$ cat config.mk
export PLATFORM = sky130hd
export DESIGN_NAME = write_back_buffer
export DESIGN_NICKNAME = d
export VERILOG_FILES = /design/src/rtl/write_back_buffer.sv
export SDC_FILE = /design/constraint.sdc
export NUM_CORES = 1
export LEC_CHECK = 0
export BUFFER_PORTS_ARGS = -buffer_cell sky130_fd_sc_hd__buf_2
export CORE_MARGIN = 1.5
export CORE_UTILIZATION = 45
export CTS_BUF_LIST = sky130_fd_sc_hd__clkbuf_2
export CTS_CLUSTER_DIAMETER = 150
export CTS_CLUSTER_SIZE = 20
export DETAILED_ROUTE_END_ITERATION = 12
export PLACE_DENSITY = 0.68
export SYNTH_ARGS = -nofsm -noshare
export SYNTH_HDL_FRONTEND = slang
export SYNTH_SLANG_ARGS = --single-unit
export TNS_END_PERCENT = 100
$ cat constraint.sdc
create_clock -name clk -period 31.4 [get_ports clk]
set_clock_uncertainty 0.05 [all_clocks]
set_input_delay 4.71 -clock clk [delete_from_list [all_inputs] [get_ports clk]]
set_output_delay 4.71 -clock clk [all_outputs]
set_load 0.02 [all_outputs]
$ cat src/rtl/write_back_buffer.sv
// Line write-back buffer: coalesces evictions, serves refill hits, drains FIFO-order to memory when idle.
// Write/hit complete one cycle after acceptance; up_ready drops while full or while a refill miss is in flight.
module write_back_buffer #(
  parameter int LINE_SIZE = 16,
  parameter int DEPTH     = 4,
  parameter int LADDR_W   = 28
) (
  input  logic                   clk,
  input  logic                   reset,
  input  logic                   up_valid,
  input  logic [LADDR_W-1:0]     up_addr,
  input  logic                   up_read,
  input  logic                   up_write,
  input  logic [LINE_SIZE*8-1:0] up_din,
  output logic                   up_ready,
  output logic                   up_out_valid,
  output logic [LINE_SIZE*8-1:0] up_dout,
  output logic                   mem_input_valid,
  output logic [LADDR_W-1:0]     mem_addr,
  output logic                   mem_read,
  output logic                   mem_write,
  output logic [LINE_SIZE*8-1:0] mem_din,
  input  logic                   mem_ready,
  input  logic                   mem_out_valid,
  input  logic [LINE_SIZE*8-1:0] mem_dout,
  output logic                   empty,
  output logic                   full
);
  localparam int DW = LINE_SIZE * 8;
  localparam int PW = $clog2(DEPTH);

  typedef enum logic [1:0] {IDLE, RD_ISSUE, RD_WAIT} state_t;
  state_t state, state_nxt;

  logic [DEPTH-1:0]   ent_vld;
  logic [LADDR_W-1:0] ent_addr [DEPTH];
  logic [DW-1:0]      ent_data [DEPTH];
  logic [PW-1:0]      head, tail, hit_idx;
  logic [PW:0]        count;
  logic [LADDR_W-1:0] rd_addr;
  logic               hit, accept, wr_acc, rd_acc, drain, rd_issue;

  always_comb begin
    hit     = 1'b0;
    hit_idx = '0;
    for (int i = 0; i < DEPTH; i++) begin
      if (ent_vld[i] && ent_addr[i] == up_addr) begin
        hit     = 1'b1;
        hit_idx = PW'(i);
      end
    end
  end

  always_ff @(posedge clk) begin
    if (!reset) state <= IDLE;
    else        state <= state_nxt;
  end

  always_comb begin
    state_nxt = state;
    case (state)
      IDLE:     if (rd_acc && !hit) state_nxt = RD_ISSUE;
      RD_ISSUE: if (mem_ready)      state_nxt = RD_WAIT;
      RD_WAIT:  if (mem_out_valid)  state_nxt = IDLE;
      default:                      state_nxt = IDLE;
    endcase
  end

  // A drain is held off for one cycle after any request pulse so memory never sees back-to-back requests.
  always_comb begin
    empty    = (count == '0);
    full     = (count == (PW+1)'(DEPTH));
    up_ready = (state == IDLE) && !full;
    accept   = up_valid && up_ready;
    wr_acc   = accept && up_write;
    rd_acc   = accept && up_read;
    drain    = (state == IDLE) && !accept && !empty && mem_ready && !mem_input_valid;
    rd_issue = (state == RD_ISSUE) && mem_ready;
  end

  always_ff @(posedge clk) begin
    if (wr_acc) begin
      if (hit) begin
        ent_data[hit_idx] <= up_din;
      end else begin
        ent_addr[tail] <= up_addr;
        ent_data[tail] <= up_din;
      end
    end
  end

  always_ff @(posedge clk) begin
    if (!reset) begin
      ent_vld         <= '0;
      head            <= '0;
      tail            <= '0;
      count           <= '0;
      rd_addr         <= '0;
      up_out_valid    <= 1'b0;
      up_dout         <= '0;
      mem_input_valid <= 1'b0;
      mem_read        <= 1'b0;
      mem_write       <= 1'b0;
      mem_addr        <= '0;
      mem_din         <= '0;
    end else begin
      up_out_valid    <= 1'b0;
      mem_input_valid <= 1'b0;
      mem_read        <= 1'b0;
      mem_write       <= 1'b0;
      mem_addr        <= '0;
      mem_din         <= '0;
      if (wr_acc) begin
        up_out_valid <= 1'b1;
        if (!hit) begin
          ent_vld[tail] <= 1'b1;
          tail          <= tail + 1'b1;
          count         <= count + 1'b1;
        end
      end
      if (rd_acc) begin
        if (hit) begin
          up_dout      <= ent_data[hit_idx];
          up_out_valid <= 1'b1;
        end else begin
          rd_addr <= up_addr;
        end
      end
      if (drain) begin
        mem_input_valid <= 1'b1;
        mem_write       <= 1'b1;
        mem_addr        <= ent_addr[head];
        mem_din         <= ent_data[head];
        ent_vld[head]   <= 1'b0;
        head            <= head + 1'b1;
        count           <= count - 1'b1;
      end
      if (rd_issue) begin
        mem_input_valid <= 1'b1;
        mem_read        <= 1'b1;
        mem_addr        <= rd_addr;
      end
      if (state == RD_WAIT && mem_out_valid) begin
        up_dout      <= mem_dout;
        up_out_valid <= 1'b1;
      end
    end
  end
endmodule

==> metrics, run 1 <==
Root Driver=clkbuf_2; drt initial violations=approximately 2300; CP Capture Type=register; vias per cell=roughly 6.1; layout cells sized above 1=between 20 and 30%; clock sink count=955; crit start category=input port; Area Overhead vs Synth=11.1%; Initial Utilization=45.4%; CTS Buf Count=between 50 and 60; number of synthesized flops with an enable pin=between 600 and 700; postcts setup bufs=0; vias in the first global route=between 20000 and 30000; commonest non-fill, non-tap cell in the layout=edfxtp_1; vias post-DR=26000; DRC Markers=0; die area=roughly 0.088 mm^2; gr ovfl total=0; CP required=between 30000 and 40000 ps; Yosys cell types=47; num ports=between 500 and 600; die span in x=between 200 and 300 um; Slew Limit Fails=0; sequential-to-total area share from yosys stat=between 60% and 70%; nets@finish=approximately 3300; drt total wl=119000 um; clk_lat worst skew=1290 ps; critical path peak fanout=between 80 and 90; Core Region=between 0.08 and 0.09 mm^2; Ys Warns=0; post-route ant nets=0; Slew HR=between 10 and 15%; DP Wirelength=between 70000 and 80000 um; Slew @ Worst Pin=1290 ps; DR pass1 iterations=5; Cell Pwr Density=49.3 mW/mm^2; setup TNS=0 ps; max_cap viols=0; CTS resizes=0; Fmax=~0.12 GHz; Final Setup Violations=0; routed len/inst=between 20 and 30 um; RSZ-0062 raised after global routing=no; Worst-path clk slew=about 410 ps; Syn Nets=a little under 3000; Core Rows=between 100 and 150; CTS tree=yes; total number of H-tree levels=2; initial antenna violation count=37; Syn Area/Cell=14.9 um^2; Total GRT Usage=about a quarter; Tcrit/Tclk final=a little over a quarter; fin area=roughly 0.043 mm^2; worst ir drop on vdd=~0.000038 V; Post-synth ARST share=0%; Lkg Pwr=roughly 16 nW; status=completed; Synth Instances=roughly 2600; most frequent cells in the layout=edfxtp_1, buf_2, dfxtp_1; global-route wire length before repair=about 170000 um; Fin. Hold Viols=0; largest net degree at the start of global routing=between 100 and 150; GPL Wtd Cong=0.872; Cell Area, Placed=approximately 0.042 mm^2; IO buf count=between 500 and 600; clk buf depth=3; crit path DAT=approximately 9500 ps; Synth Cell Area=about 0.039 mm^2; height of the die=between 200 and 300 um; cts hold-fix bufs=0; min Tclk post-route=roughly 8600 ps; most used flip-flop cell after synthesis=edfxtp_1; CP Class=input port to register; min-delay worst type=register to register; Fillers=roughly 7300; number of synthesized register bits=955
[report_power, final]
part	leakage [nW]	internal [W]	switching [W]
Sequential	8.33	0.00138	0.0000264
Clock	0.419	0.0000857	0.000374
Combinational	6.81	0.000109	0.000137
Total	15.6	0.00158	0.000538
[cells in the mapped netlist (2+ instances only)]
master,count,area [um^2]
buf_2,55,275
o21ai_1,128,641
and3_1,131,820
a211oi_1,133,998
edfxtp_1,624,18700
o21ai_0,131,656
mux2i_1,30,300
inv_1,8,30.0
a21boi_0,128,961
ha_1,8,100
nor4b_1,2,17.5
a21oi_1,8,40.0
nor2_1,40,150
a2bb2oi_1,128,1120
a31oi_1,2,12.5
buf_1,23,86.3
nand3_1,5,25.0
clkbuf_1,184,691
a22o_1,29,254
nand3b_1,2,15.0
and2_1,7,43.8
mux4_2,156,3510
nor4_1,11,68.8
dfxtp_1,331,6630
xnor2_1,91,797
nor3_1,6,30.0
or3_1,2,12.5
nand2_1,7,26.3
xor2_1,23,201
a32oi_1,128,1120
nand4_1,20,125
[area by class of cell]
class                           count  area, um^2  share of cell area [%]
Multi-Input combinational cell   1370       12300                    28.7
Inverter                            9        33.8                  0.0787
Sequential cell                   955       25400                    59.1
Timing Repair Buffer              618        3200                    7.45
Clock buffer                       96         480                    1.12
Antenna cell                       26        65.1                   0.152
Tap cell                         1144        1430                    3.33
Clock inverter                      4        46.3                   0.108
[routing by layer]
layer / GRT usage [%] / wire [um]
met4: 7.77 / 3310
met5: 0 / 180
met2: 43.3 / 58100
met1: 34.9 / 46800
met3: 5.88 / 10100
[path summary, 6_finish.rpt]
check,endpoint,from,slack [ps],depth (start not counted)
hold / removal,mem_addr[15]$_SDFF_PN0_,rd_addr[15]$_SDFFE_PN0P_,440,1
setup reg to reg,ent_data[3][27]$_DFFE_PP_,ent_addr[3][6]$_DFFE_PP_,26020,11
hold reg to reg,mem_addr[15]$_SDFF_PN0_,rd_addr[15]$_SDFFE_PN0P_,440,1
setup / recovery,ent_data[3][27]$_DFFE_PP_,up_addr[21],22820,12
[kinds of logic after synthesis]
group	after synthesis	synth area share, %
XOR/XNOR	114	2.58
buffers and inverters	272	2.83
AO/OA/AOI/OAI	821	15.1
adder cells (fa/ha/maj)	9	0.311
AND/OR/NAND/NOR	240	3.64
multiplexers	186	9.87
flip-flops	955	65.6
[critical path: stages]
cell      delay [ps]
buf_2            210
xor2_1           270
nor4_1           110
nand4_1          190
nor4_4            50
buf_4            330
buf_4            610
nor3_1           440
o211ai_1         200
a21oi_4          520
buf_4            850
buf_4            840
[registers in the layout (all words and copies together), names as in the netlist, 3 cells and up, named ones only]
name	count
count	3
ent_addr	112
ent_data	512
ent_vld	4
mem_addr	28
mem_din	128
rd_addr	28
up_dout	128
[through the flow]
step | cells | setup WS [ps] | hold slack [ps] | power [W] | util [%]
floorplan | 2597 | 15770 | 391 | 0.00159 | -
global placement | 4096 | 21330 | 407 | 0.00168 | 49.7
CTS | 4196 | 22810 | 441 | 0.00213 | 50.3
global route | 4212 | 22670 | 432 | 0.00219 | 50.4
detailed placement | 4096 | 21340 | 414 | 0.00168 | 49.7
finish | 4222 | 22820 | 439 | 0.00212 | 50.4
No activity file was read; power rests on OpenSTA's default activity.
==> inputs of run 2 (changes only) <==
==> constraint.sdc (replaced) <==
create_clock -name clk -period 8.35 [get_ports clk]
set_clock_uncertainty 0.05 [all_clocks]
set_input_delay 1.2525 -clock clk [delete_from_list [all_inputs] [get_ports clk]]
set_output_delay 1.2525 -clock clk [all_outputs]
set_load 0.02 [all_outputs]
==> metrics, run 2 (synthesis results as in run 1) <==
nets@finish=between 3000 and 4000; IO buf count=between 500 and 600; Final Setup Violations=0; most frequent cells in the layout=edfxtp_1, buf_2, dfxtp_1; CP Class=register to register; Highest Signal Layer=met5; Initial Utilization=between 40% and 50%; Fin. Hold Viols=0; Cell Area, Placed=approximately 0.042 mm^2; M1 WL=48200 um; Root Driver=clkbuf_2; global-route wire length before repair=roughly 180000 um; largest net degree at the start of global routing=~140; DP Wirelength=72300 um; FF+latch area=approximately 0.025 mm^2; clk buf depth=3; vias post-DR=27300; DR pass1 iterations=5; Core Rows=roughly 110; die span in x=between 200 and 300 um; gr ovfl total=0; Area Overhead vs Synth=15.8%; Tcrit/Tclk final=between 50 and 60%; CTS resizes=0; RSZ-0062 raised after global routing=no; CP Capture Type=register; min-delay worst type=input port to register; Slew @ Worst Pin=around 1500 ps; min Tclk post-route=4780 ps; Top Registers=ent_data: 512 flops, mem_din: 128 flops, up_dout: 128 flops; GPL Wtd Cong=a little under 0.9; Slew HR=under 10%; DRC Markers=0; Total GRT Usage=27.2%; post-route ant nets=0; max_cap viols=0; num ports=just under 600; Power Total=0.00802 W; Worst-path clk slew=about 350 ps; CTS tree=yes; critical path peak fanout=about 130; clock sink count=about 960; fin area=roughly 0.045 mm^2; Slew Limit Fails=0; vias per cell=about 6.2; Cell Pwr Density=~180 mW/mm^2; area of the multi-input gates=roughly 0.012 mm^2; worst ir drop on vdd=between 0.0001 and 0.00015 V; initial antenna violation count=23; setup TNS=0 ps; layout cells sized above 1=about 28%; final hold slack=between 100 and 150 ps; CP required=just over 9000 ps; routed len/inst=27.9 um; Fillers=approximately 7100; vias in the first global route=~27000; cts hold-fix bufs=180; status=completed; Biggest register=ent_data; Met3 Wirelength=10900 um; Core Region=around 0.085 mm^2; crit start category=register; total number of H-tree levels=2; CTS Buf Count=53; crit path DAT=5510 ps; max reg flops=~510; drt initial violations=2904; Fmax=between 0.2 and 0.25 GHz; Lkg Pwr=roughly 16 nW; postcts setup bufs=0; height of the die=approximately 300 um; commonest non-fill, non-tap cell in the layout=edfxtp_1; DR WL met2=just under 60000 um; drt total wl=approximately 120000 um; die area=around 0.088 mm^2; clk_lat worst skew=between 1000 and 1500 ps
[run 2: final cells by class]
class / count / area share, %
antenna: 15 / 0.0838
clock buffer: 95 / 1.06
clock inverter: 3 / 0.101
inverter: 9 / 0.0754
multi-input combinational: 1370 / 27.5
sequential: 955 / 56.7
tap: 1144 / 3.20
timing repair buffer: 797 / 11.3
[run 2: metrics by stage]
step                cells  utilization (%)  worst slack (ps)
floorplan            2597                -               142
global placement     4095             49.8              2920
detailed placement   4095             49.8              2880
CTS                  4373             52.5              3770
global route         4383             52.6              3580
finish               4388             52.6              3570
[run 2: power by group]
group	switching [W]	leakage (nW)	internal (W)
combinational	0.000545	7.56	0.000467
sequential	0.0000886	8.33	0.00520
clock	0.00140	0.417	0.000321
total	0.00203	16.3	0.00599
[run 2: metal layers]
metal | global-route usage [%] | vias to the layer above
met4 | 7.42 | 22
met1 | 37.3 | 14000
met3 | 5.12 | 211
li1 | - | 11500
met5 | 0 | -
met2 | 44.4 | 1548
[run 2: worst paths after layout]
check | start | to | slack (ps) | cells after the start
worst min register to register | ent_data[3][91]$_DFFE_PP_ | up_dout[91]$_SDFFE_PN0P_ | 410 | 2
worst min-delay path | mem_dout[69] | up_dout[69]$_SDFFE_PN0P_ | 140 | 3
worst max-delay path | ent_addr[2][6]$_DFFE_PP_ | ent_data[0][7]$_DFFE_PP_ | 3570 | 8
worst max register to register | ent_addr[2][6]$_DFFE_PP_ | ent_data[0][7]$_DFFE_PP_ | 3570 | 8
[run 2: worst max-delay path, cell delays in order (launching register included)]
cell	delay (ps)
edfxtp_1	480
xnor2_1	260
nand3_1	180
nor4_1	700
and2_4	650
buf_4	900
or3_1	320
nor3_4	70
buf_12	250
